### src/rtl/square_accum_window_ctrl_pkg.sv
// sqacc_ctrl_pkg: shared widths and controller state encoding for square_accum_window_ctrl
package sqacc_ctrl_pkg;
   localparam int IN_WIDTH  = 4;
   localparam int ACC_WIDTH = 24;
   typedef enum logic [2:0] {IDLE, RUN, DRAIN, CAPTURE, HOLD, CLR} state_t;
endpackage

### src/rtl/square_accum_window_ctrl_accum.sv
// square_5bit_accumulator: pipelined sum of squares, result visible LAT enabled cycles after in_i
module square_5bit_accumulator
   import sqacc_ctrl_pkg::*;
#(
   parameter int LAT = 3
) (
   input  logic                 clk_i,
   input  logic                 rst_i,
   input  logic                 ce_i,
   input  logic [4:0]           in_i,
   output logic [ACC_WIDTH-1:0] accum_o
);
   logic [9:0] sq_q [LAT-1];
   // Square, delay LAT-2 stages, then accumulate; everything advances only on ce_i.
   always_ff @(posedge clk_i)
      if (rst_i) begin
         for (int i = 0; i < LAT - 1; i++) sq_q[i] <= '0;
         accum_o <= '0;
      end else if (ce_i) begin
         sq_q[0] <= 10'(in_i) * 10'(in_i);
         for (int i = 1; i < LAT - 1; i++) sq_q[i] <= sq_q[i-1];
         accum_o <= accum_o + ACC_WIDTH'(sq_q[LAT-2]);
      end
endmodule

### src/rtl/square_accum_window_ctrl.sv
// square_accum_window_ctrl: windowed sum-of-squares controller around one square_5bit_accumulator.
// Build option SQACC_CTRL_OVERRUN_EN: capture overwrites an unconsumed result and sets overrun_o; otherwise capture stalls.
module square_accum_window_ctrl
   import sqacc_ctrl_pkg::*;
#(
   parameter int LEN_WIDTH   = 16,
   parameter int ACC_LATENCY = 3
) (
   input  logic                 clk_i,
   input  logic                 rst_i,
   input  logic                 en_i,
   input  logic [LEN_WIDTH-1:0] win_len_i,
   input  logic [IN_WIDTH-1:0]  in_i,
   input  logic                 in_valid_i,
   output logic                 in_ready_o,
   output logic [ACC_WIDTH-1:0] power_o,
   output logic [LEN_WIDTH-1:0] count_o,
   output logic                 power_valid_o,
   input  logic                 power_ready_i,
   output logic                 overrun_o
);
   localparam int DW = $clog2(ACC_LATENCY + 1);
   state_t state, nxt;
   logic [LEN_WIDTH-1:0] len_q, cnt_q, cnt_nx;
   logic [DW-1:0] drn_q;
   logic accept, slot_free, start, take, cap_q, acc_ce, acc_rst;
   logic [4:0] acc_in;
   logic [ACC_WIDTH-1:0] acc;
   assign in_ready_o = state == RUN;
   assign accept     = in_valid_i && in_ready_o;
   assign cnt_nx     = cnt_q + 1'b1;
   assign start      = (state == IDLE || state == CLR) && nxt == RUN;
   assign take       = state == CAPTURE && slot_free;
`ifdef SQACC_CTRL_OVERRUN_EN
   assign slot_free = 1'b1;
`else
   assign slot_free = !power_valid_o || power_ready_i;
   assign overrun_o = 1'b0;
`endif
   square_5bit_accumulator #(.LAT(ACC_LATENCY)) u_acc (
      .clk_i   (clk_i),
      .rst_i   (acc_rst),
      .ce_i    (acc_ce),
      .in_i    (acc_in),
      .accum_o (acc)
   );
   // Next state plus accumulator controls; reset forces the accumulator clear and freezes ce.
   always_comb begin
      nxt     = state;
      acc_rst = rst_i || state == CLR;
      acc_ce  = !rst_i && (accept || state == DRAIN);
      acc_in  = accept ? {1'b0, in_i} : '0;
      case (state)
         IDLE:    nxt = en_i ? RUN : IDLE;
         RUN:     nxt = !en_i ? HOLD : (accept && cnt_nx == len_q) ? DRAIN : RUN;
         DRAIN:   nxt = drn_q == DW'(ACC_LATENCY - 1) ? CAPTURE : DRAIN;
         CAPTURE: nxt = slot_free ? HOLD : CAPTURE;
         HOLD:    nxt = CLR;
         CLR:     nxt = en_i ? RUN : IDLE;
         default: nxt = IDLE;
      endcase
   end
   // State register, window length latch, sample counter and drain timer.
   always_ff @(posedge clk_i)
      if (rst_i) begin
         state <= IDLE;
         len_q <= '0;
         cnt_q <= '0;
         drn_q <= '0;
      end else begin
         state <= nxt;
         drn_q <= state == DRAIN ? drn_q + 1'b1 : '0;
         if (start) begin
            len_q <= win_len_i == '0 ? LEN_WIDTH'(1) : win_len_i;
            cnt_q <= '0;
         end else if (accept) cnt_q <= cnt_nx;
      end
   // Result slot: data latched on leaving CAPTURE, valid raised one edge later, cleared on handshake.
   always_ff @(posedge clk_i)
      if (rst_i) begin
         power_o       <= '0;
         count_o       <= '0;
         power_valid_o <= 1'b0;
         cap_q         <= 1'b0;
      end else begin
         cap_q         <= take;
         power_valid_o <= cap_q || (power_valid_o && !power_ready_i);
         if (take) begin
            power_o <= acc;
            count_o <= cnt_q;
         end
      end
`ifdef SQACC_CTRL_OVERRUN_EN
   // Sticky flag for a capture that lands on a result nobody has taken yet.
   always_ff @(posedge clk_i)
      if (rst_i) overrun_o <= 1'b0;
      else if (state == CAPTURE && power_valid_o && !power_ready_i) overrun_o <= 1'b1;
`endif
endmodule

### config.mk
export PLATFORM = sky130hd
export DESIGN_NAME = square_accum_window_ctrl
export DESIGN_NICKNAME = d
export VERILOG_FILES = /design/src/rtl/square_accum_window_ctrl_pkg.sv /design/src/rtl/square_accum_window_ctrl_accum.sv /design/src/rtl/square_accum_window_ctrl.sv
export SDC_FILE = /design/constraint.sdc
export NUM_CORES = 1
export LEC_CHECK = 0
export CAP_MARGIN = 5
export CORE_UTILIZATION = 33
export DETAILED_ROUTE_END_ITERATION = 12
export HOLD_SLACK_MARGIN = 0.08
export SKIP_LAST_GASP = 1
export SYNTH_ARGS = -nofsm -noshare
export SYNTH_HDL_FRONTEND = slang
export SYNTH_SLANG_ARGS = --single-unit
### constraint.sdc
create_clock -name clk_i -period 3.6 [get_ports clk_i]
set_clock_uncertainty 0.05 [all_clocks]
set_input_delay 1.08 -clock clk_i [delete_from_list [all_inputs] [get_ports clk_i]]
set_output_delay 1.08 -clock clk_i [all_outputs]
set_load 0.03 [all_outputs]
Yosys cells after proc, flatten, opt, wreduce, memory -nomap -nowiden

Memories as Yosys holds them, arrays and structs flattened.
Index checks and enable logic that the tools add are counted.

Output and inout port bits: 43
Memory bits (writable): 20
Memories: 1
Memory bits (read-only): 0
Logic and storage cells: 59
Register bits after elaboration: 103
Bits of input ports: 25
Bits in latches: 0

$add $sub $neg: 3
Multiply operators: 1
Div/mod/pow operators: 0
Bitwise logic cells: 3
Reduce and logical (&&, ||, !) cells: 19
Equality and inequality tests: 8
Multiplexer cells: 15
Order comparisons: 0
Shift-type cells: 0

Memories:

| name       | depth | width | rd ports | clocked after Yosys merged registers in | wr ports | line                                 | text |
|---|---|---|---|---|---|---|---|
| u_acc.sq_q | 2     | 10    | 2        | 0                                       | 2        | square_accum_window_ctrl_accum.sv:13 | `logic [9:0] sq_q [LAT-1];` |

Operators with widths:

| operator                                       | number |
|---|---|
| adder 24 x 10 -> 24 bit                        | 1 |
| 2-to-1 mux 10 bit                              | 2 |
| adder 16 x 1 -> 16 bit (second input constant) | 1 |
| == test 16 bit                                 | 1 |
| logical NOT 16 bit                             | 1 |
| 2-to-1 mux 16 bit                              | 1 |
| one-hot mux 3 bit (5 select lines)             | 1 |
| multiplier 4 x 4 -> 8 bit                      | 1 |
| 2-to-1 mux 1 bit                               | 7 |
| == test 3 x 1 -> 1 bit (second input constant) | 2 |
| == test 3 x 2 -> 1 bit (second input constant) | 2 |
| == test 3 bit (second input constant)          | 2 |
| logical AND 1 bit                              | 6 |
| 2-to-1 mux 3 bit                               | 2 |
| OR reduction 2 bit                             | 3 |
| logical OR 1 bit                               | 5 |
| 2-to-1 mux 4 bit                               | 1 |
| logical NOT 1 bit                              | 3 |
| logical NOT 3 bit                              | 1 |
| adder 2 x 1 -> 2 bit (second input constant)   | 1 |
| == test 2 bit (second input constant)          | 1 |
| 2-to-1 mux 2 bit                               | 1 |
| OR 1 bit                                       | 2 |
| inverter 1 bit                                 | 1 |

Logic depth before layout (Yosys ltp)

Gate-level depths: netlist of run 1.

Word-level depth: 9
Gate-level depth with buffers: 11
Depth with buffers taken out: 8

Cells and area by module

Synthesis of run 1 repeated with hierarchy kept, for this count alone.

Cell total of the unflattened synthesis: 728
Area total of the unflattened synthesis: 6,253.5 um^2

By module, submodules not included:

| module                   | cells an instance | instances | area an instance (um^2) | seq. area each (um^2) |
|---|---|---|---|---|
| square_accum_window_ctrl | 438               | 1         | 3,558.4                 | 1,581.5 |
| square_5bit_accumulator  | 290               | 1         | 2,695.1                 | 1,021.0 |

Worst setup path before layout of run 1

OpenSTA, ideal clock, no wires.

Kind: in2reg
Start: input port in_valid_i
End: memory u_acc.sq_q[0][6], data pin
Required time: 3.279 ns
Cell stages on the path: 10
Data arrival time: 3.184 ns
Path buffers: 2
Slack: 0.095 ns
Setup time: 0.271 ns
Path through: nor4bb_1 -> clkbuf_1 -> clkbuf_1 -> and3_1 -> ha_1 -> ha_1 -> a21o_1 -> a21oi_1 -> xor2_1 -> nor2_1

RTL lines:

| element            | line                                 | text |
|---|---|---|
| start: declaration | square_accum_window_ctrl.sv:14       | `input logic in_valid_i,` |
| end: declaration   | square_accum_window_ctrl_accum.sv:13 |  |

==> impl_summary.txt, run 1 <==
----------------------------------------------------
[Clock tree]
  Clock buffers created by TritonCTS ... 17
  Clock latency reported for the late side of the worst-skew pair ... 420 ps
  Number of setup buffers added after CTS ... 0
  CTS Hold Bufs ... 0
  Deepest clock path buffer count ... 2
  TritonCTS clock tree ... done
  H-tree Lvls ... 4
  Reg clk slew, reported paths ... 50 ps
  Root buffer cell ... sky130_fd_sc_hd__clkbuf_16
  Clock sinks ... 117
  Count of cells resized by post-cts repair ... 0

[Yosys]
  Nets in the synthesized netlist ... about 710
  Number of synthesized flops with an enable pin ... 14
  Mapped cell area ... ~5700 sq um
  Async set-reset flop share out of synthesis ... 0
  Distinct cells, synth ... 65
  Share of synthesized area occupied by flip-flops and latches ... 0.439
  Synth Flop Type ... sky130_fd_sc_hd__dfxtp_1
  Number of standard cells after synthesis ... 666
  Average cell area after synthesis ... around 8.5 sq um
  Flip-flop and latch count after synthesis ... 117
  Synth area leaders ... sky130_fd_sc_hd__dfxtp_1 (36%), sky130_fd_sc_hd__nand2_1 (9.3%), sky130_fd_sc_hd__edfxtp_1 (7.4%)
  Area leader, netlist ... sky130_fd_sc_hd__dfxtp_1
  Number of warning messages in the yosys log ... 0
  Proportion of netlist area held by the largest area contributor ... 0.365

[Global routing]
  Maximum number of pins on one net before global-route repair ... 36
  Antenna violations before repair ... 0
  Wire length of the first global-routing pass ... 21.3 mm
  Number of global-route vias before repair ... 4327
  Total overflow reported by the global router ... 0
  All-Layer GR Usage ... 0.153

[Job]
  Maxcap violations ... 0

[Floorplan]
  Die X-Extent ... between 100 and 150 um
  Count of boundary I/O pins ... 68
  Area of the die ... approximately 18000 sq um
  # rows ... 47
  Initial Util ... 0.340
  Height of the die ... 133 um
  Area of the core ... 16600 sq um

[Worst setup path]
  Crit Path Category ... primary input to register
  CP required ... 3710 ps
  Kind of cell adding the most delay to the critical path ... simple AND/OR/NAND/NOR gates
  CP max-delay cell ... sky130_fd_sc_hd__clkdlybuf4s50_1
  Largest stage delay on the critical path ... 530 ps
  Startpoint class of the critical path ... primary input
  CP cell instances ... clkdlybuf4s50_1 -> nor4bb_4 -> and3_1 -> and2_1 -> ha_1 -> a21o_1 -> a21o_1 -> a211oi_1 -> nor3_1
  Cell with the most instances on the worst path ... sky130_fd_sc_hd__a21o_1
  Critical Path AT ... roughly 3300 ps
  Element type at the critical path end ... register
  Number of buffer and inverter instances along the worst setup path ... 1
  CP Max Fanout ... 4

[STA]
  Slack of the critical path ... roughly 410 ps
  Number of slew-limit violations in the final report ... 0
  Max Fclk ... 314 MHz
  Accumulated negative setup slack ... 0 ps
  Worst Tran Pin Value ... 893 ps
  Worst slew margin relative to its limit ... 0.405
  Final Hold Fails ... 0
  Setup repair after global routing missed its margin ... false
  Fin crit period ... around 3200 ps
  Number of endpoints failing setup at the final stage ... 0
  Share of the cycle needed by the critical path after routing ... 0.885

[Placement]
  HPWL after detailed placement ... 9.36 mm
  Number of port buffers ... 66
  Place WS ... -15.3 ps
  Final estimated routing congestion in global placement ... 0.888
  Placement-stage cell area ... 6540 sq um

[Layout]
  Footprint of the multi-input gates ... 2900 sq um
  FF/Latch Area ... 2480 sq um
  Final Instance Area ... 7150 sq um
  Count of filler cells inserted in the layout ... 1696
  Fraction of layout cells with a size suffix above 1 ... 0.0899
  Area added between synthesis and finish ... 26.5%
  Post-Route Utilization ... 0.430
  Net count reported at finish ... 773
  Number of antenna cells inserted ... 0

[Power and ir drop]
  Highest ir drop seen on vdd ... 434 uV
  Cell Pwr Density ... 466 nW/um^2
  Tot Pwr ... approximately 3.3 mW
  Reported leakage power ... 2.52 nW

[Route]
  Uppermost layer routed ... met4
  Number of violations reported at the end of detailed-routing iteration 0 ... about 220
  DR WL met2 ... 6.09 mm
  Post-route DRC ... 0
  Via count ... 4758
  Detail Route Antenna Nets ... 0
  Detailed Route WL ... 12.8 mm
  Pre-antenna DRT Iters ... 4
  Post-DR wirelength/cell ... 13.3 um
  Met3 layer wire length in the routed design ... between 500 and 600 um
  Via count normalized by instance count ... ~5
  Met1 wire length ... 6.05 mm

[Status]
  Result of the run ... complete, no violations

[Min path]
  Path type of the worst min-delay path ... register to register

----------------------------------------------------
-- where the power goes --
part           leakage [nW]  internal (mW)  switching (mW)  total [mW]
sequential            0.980           1.35          0.0231        1.38
combinational          1.25          0.104           0.133       0.236
clock                 0.298           1.15           0.567        1.72
-- layout make-up --
class / instances / share of cell area
well taps: 220 / 0.0385
inverters: 11 / 0.00578
clock inverters: 9 / 0.0175
multi-input cells: 495 / 0.405
repair buffers: 91 / 0.118
clock buffers: 22 / 0.0677
flip-flops and latches: 117 / 0.347
-- cell families (layout without fill, tap and decap cells) --
family / after synthesis / after routing / synth area share
flip-flops: 117 / 117 / 0.439
multiplexers: 6 / 6 / 0.0106
AO/OA/AOI/OAI: 146 / 146 / 0.158
other: 1 / 1 / 0.000664
XOR/XNOR: 42 / 42 / 0.0651
adder cells (fa/ha/maj): 15 / 15 / 0.0345
buffers and inverters: 54 / 133 / 0.0520
AND/OR/NAND/NOR: 285 / 285 / 0.240
-- layer usage --
layer  global-route usage  vias to the layer above
met4               0.0504                        0
li1                     -                     2456
met1                0.189                     2208
met3               0.0513                       15
met2                0.249                       79
met5                    0                        -
-- worst register-to-register path, stage by stage, from the launching register on --
cell	delay, ps
sky130_fd_sc_hd__dfxtp_1	560
sky130_fd_sc_hd__and4_1	450
sky130_fd_sc_hd__nand4_4	150
sky130_fd_sc_hd__or4_1	570
sky130_fd_sc_hd__a32o_1	230
sky130_fd_sc_hd__or4_1	510
sky130_fd_sc_hd__o21a_1	210
-- through the flow --
step | hold slack [ps] | instances
after global placement | 355 | 934
after detailed placement | 358 | 934
after global routing | 418 | 965
final | 365 | 965
after floorplan | 341 | 666
after CTS | 366 | 965
-- Yosys cell counts (3+ instances only) --
master and number:
sky130_fd_sc_hd__o31ai_1 11, sky130_fd_sc_hd__dfxtp_1 103, sky130_fd_sc_hd__xnor2_1 18, sky130_fd_sc_hd__nor2_1 48, sky130_fd_sc_hd__mux2i_1 6, sky130_fd_sc_hd__nand4_1 11, sky130_fd_sc_hd__inv_1 11, sky130_fd_sc_hd__nor2b_1 5
sky130_fd_sc_hd__a21oi_1 83, sky130_fd_sc_hd__clkbuf_1 29, sky130_fd_sc_hd__nand2_1 140, sky130_fd_sc_hd__o21ai_1 3, sky130_fd_sc_hd__buf_6 5, sky130_fd_sc_hd__edfxtp_1 14, sky130_fd_sc_hd__o211ai_1 6, sky130_fd_sc_hd__and4_1 3
sky130_fd_sc_hd__nand2b_1 5, sky130_fd_sc_hd__a21o_1 6, sky130_fd_sc_hd__a211oi_1 4, sky130_fd_sc_hd__and3_1 5, sky130_fd_sc_hd__o21ai_0 10, sky130_fd_sc_hd__or4_1 11, sky130_fd_sc_hd__nand3_1 14, sky130_fd_sc_hd__xor2_1 24
sky130_fd_sc_hd__buf_4 3, sky130_fd_sc_hd__nor4_1 3, sky130_fd_sc_hd__ha_1 14, sky130_fd_sc_hd__nor3_1 10, sky130_fd_sc_hd__a31oi_1 3, sky130_fd_sc_hd__and2_1 10
-- registers in the layout (all words and copies together), names as in the netlist, 2 cells and up --
name / cells
u_acc.accum_o: 24
power_o: 24
u_acc.sq_q: 14
len_q: 16
state: 3
drn_q: 2
cnt_q: 16
count_o: 16
-- path summary, 6_finish.rpt --
path | startpoint | endpoint | slack [ps] | cells after the start
worst max-delay path | in_valid_i | u_acc.sq_q[0][7]$_SDFFCE_PN0P_ | 410 | 9
worst min-delay path | drn_q[0]$_SDFF_PP0_ | drn_q[0]$_SDFF_PP0_ | 370 | 1
worst max register to register | cnt_q[3]$_SDFFE_PP0N_ | state[0]$_SDFF_PP0_ | 780 | 6
worst min register to register | drn_q[0]$_SDFF_PP0_ | drn_q[0]$_SDFF_PP0_ | 370 | 1
-- cell usage in the layout, fill, tap and decap left out, drive strengths merged, types with 10 or more instances in the layout --
cell	n
nor3	10
xor2	24
clkdlybuf4s50	65
o31ai	11
a21oi	83
or4	11
dfxtp	103
edfxtp	14
nand3	14
nand2	140
clkbuf	22
and2	11
o21ai	13
inv	11
ha	14
buf	26
xnor2	18
nor2	48
nand4	12
Note: power is estimated with default switching activity, not from simulation.
==> run 2, diff against run 1 <==
--- a/config.mk
+++ b/config.mk
@@ -6,9 +6,12 @@
 export NUM_CORES = 1
 export LEC_CHECK = 0
 export CAP_MARGIN = 5
-export CORE_UTILIZATION = 33
+export CORE_UTILIZATION = 50
+export CTS_CLUSTER_SIZE = 25
 export DETAILED_ROUTE_END_ITERATION = 12
 export HOLD_SLACK_MARGIN = 0.08
+export PLACE_DENSITY = 0.76
+export REMOVE_ABC_BUFFERS = 1
 export SKIP_LAST_GASP = 1
 export SYNTH_ARGS = -nofsm -noshare
 export SYNTH_HDL_FRONTEND = slang
==> run 2 against run 1 <==
  * Clock power rose by 4%
  * Wire length shrank 1.0%
  * Flip-flop and latch count unchanged
  * Worst setup slack got worse by 160 ps
  * Die area is 34% lower
  * Hold slack lost 3.9 ps
  * Largest cell class unchanged
  * First-iteration DRC count is 8.3% lower
  * Highest routed layer unchanged
  * Sequential share of layout area is 0.80 points higher
  * Design area is 2.3% lower
  * Via count is 3.4% higher
==> impl_summary.txt, run 2 (synthesis results as in run 1) <==
----------------------------------------------------
[Route]
  Detail Route Antenna Nets ... 0
  Via count ... a little under 5000
  Post-DR wirelength/cell ... roughly 14 um
  Pre-antenna DRT Iters ... 4
  Via count normalized by instance count ... 5.61
  Number of violations reported at the end of detailed-routing iteration 0 ... ~200
  Post-route DRC ... 0
  Detailed Route WL ... 12.7 mm

[Global routing]
  Total overflow reported by the global router ... 0
  Wire length of the first global-routing pass ... 21.4 mm
  Maximum number of pins on one net before global-route repair ... 59
  Number of global-route vias before repair ... 4662
  Antenna violations before repair ... 0
  All-Layer GR Usage ... 0.235

[Placement]
  HPWL after detailed placement ... 8.67 mm
  Number of port buffers ... 66
  Final estimated routing congestion in global placement ... ~0.92
  DP Cell Count ... 844
  Placement-stage cell area ... 6360 sq um

[Power and ir drop]
  Switching Power ... 0.751 mW
  Power share of the combinational group ... 0.066
  Cell Pwr Density ... 486 nW/um^2
  Fraction of power consumed by the clock network ... 0.527
  Highest ir drop seen on vdd ... 301 uV
  Switching share of power ... 0.221
  Tot Pwr ... 3.39 mW
  P_int ... ~2.6 mW
  Reported leakage power ... about 2.5 nW
  Sequential group share of total power ... 0.407

[STA]
  Number of endpoints failing setup at the final stage ... 0
  Setup repair after global routing missed its margin ... false
  Worst Tran Pin Value ... between 600 and 700 ps
  Max Fclk ... 299 MHz
  Fin crit period ... 3340 ps
  Final Hold Fails ... 0
  Number of slew-limit violations in the final report ... 0
  Worst slew margin relative to its limit ... 0.535
  Share of the cycle needed by the critical path after routing ... 0.929

[Worst setup path]
  Flop2flop setup slack ... about 720 ps
  CP required ... between 3000 and 4000 ps
  Startpoint class of the critical path ... primary input
  Critical Path AT ... 3420 ps
  Element type at the critical path end ... register
  Worst flop-to-flop path endpoint ... state[0]$_SDFF_PP0_
  Reg2Reg Launch Point ... cnt_q[0]$_SDFFE_PP0N_
  CP Max Fanout ... 5
  Crit Path Category ... primary input to register
  Critical path destination ... u_acc.sq_q[0][6]$_SDFFCE_PN0P_
  Worst reg2reg path depth ... 7
  Launching element of the worst setup path ... in_valid_i

[Floorplan]
  Count of boundary I/O pins ... 68
  Height of the die ... 108 um
  # rows ... 38
  Initial Util ... 0.517
  Area of the die ... 11700 sq um
  Area of the core ... around 11000 sq um
  Die X-Extent ... between 100 and 150 um

[Clock tree]
  Clock sinks ... 117
  Count of cells resized by post-cts repair ... 0
  Root buffer cell ... sky130_fd_sc_hd__clkbuf_16
  Deepest clock path buffer count ... 2
  H-tree Lvls ... 4
  Reg clk slew, reported paths ... 50 ps
  CTS Hold Bufs ... 0
  Number of setup buffers added after CTS ... 0
  TritonCTS clock tree ... done
  Clock latency reported for the late side of the worst-skew pair ... 410 ps
  Clock buffers created by TritonCTS ... 17

[Layout]
  Commonest non-fill, non-tap cell in the layout ... sky130_fd_sc_hd__nand2_1
  Fraction of layout cells with a size suffix above 1 ... 0.0802
  Count of filler cells inserted in the layout ... 938
  Post-Route Utilization ... 0.639
  Biggest registers after layout ... power_o x24, u_acc.accum_o x24
  Number of antenna cells inserted ... 0
  Net count reported at finish ... 763
  Most frequent cells in the layout ... sky130_fd_sc_hd__nand2_1 (140), sky130_fd_sc_hd__dfxtp_1 (103), sky130_fd_sc_hd__a21oi_1 (83)
  Final Instance Area ... 6990 sq um
  Number of standard cells in the final layout excluding fillers ... 876
  Area added between synthesis and finish ... 23.7%

[Min path]
  Path type of the worst min-delay path ... register to register

[Status]
  Result of the run ... complete, no violations

[Job]
  Maxcap violations ... 0

----------------------------------------------------
==> run 2: through the flow <==
step / hold WS [ps] / setup slack (ps) / TNS [ps]
2_1_floorplan: 341 / -669 / -2850
3_3_place_gp: 350 / 10.2 / 0
3_5_place_dp: 355 / -115 / -208
4_1_cts: 362 / 296 / 0
5_1_grt: 391 / 99.2 / 0
6_report: 361 / 255 / 0
==> run 2: worst max-delay path: stages <==
cell	delay, ps
sky130_fd_sc_hd__clkdlybuf4s50_1	470
sky130_fd_sc_hd__nor4bb_2	490
sky130_fd_sc_hd__and2_1	250
sky130_fd_sc_hd__ha_1	240
sky130_fd_sc_hd__ha_1	310
sky130_fd_sc_hd__a21o_1	190
sky130_fd_sc_hd__a21oi_1	170
sky130_fd_sc_hd__xor2_1	160
sky130_fd_sc_hd__nor2_1	50
==> run 2: power by group through the flow <==
stage	Clock [mW]	Sequential, mW	Combinational (mW)
floorplan	0	1.40	0.135
global placement	0	1.41	0.214
detailed placement	0	1.41	0.223
CTS	1.81	1.38	0.225
global route	1.89	1.39	0.248
finish	1.79	1.38	0.224
==> run 2: per-layer routing <==
layer	share of wire	up-vias	track usage
met5	0	-	0
met4	0.018	0	0.0878
met3	0.046	22	0.0549
met2	0.50	136	0.409
met1	0.44	2325	0.282
li1	-	2435	-
==> run 2: final cells by class <==
type,count,area [sq um],area share
Timing Repair Buffer,81,768,0.110
Clock inverter,13,179,0.0256
Inverter,11,41.3,0.00591
Sequential cell,117,2480,0.355
Multi-Input combinational cell,495,2890,0.413
Clock buffer,19,453,0.0648
Tap cell,140,175,0.0251
==> run 2: worst min-delay path by stage <==
stage                             start             endpoint  slack, ps  cells past startpoint
global route        drn_q[0]$_SDFF_PP0_  drn_q[0]$_SDFF_PP0_        390                      1
global placement    drn_q[0]$_SDFF_PP0_  drn_q[0]$_SDFF_PP0_        350                      1
CTS                 drn_q[0]$_SDFF_PP0_  drn_q[0]$_SDFF_PP0_        360                      1
floorplan           drn_q[0]$_SDFF_PP0_  drn_q[0]$_SDFF_PP0_        340                      1
finish              drn_q[0]$_SDFF_PP0_  drn_q[0]$_SDFF_PP0_        360                      1
detailed placement  drn_q[0]$_SDFF_PP0_  drn_q[0]$_SDFF_PP0_        360                      1
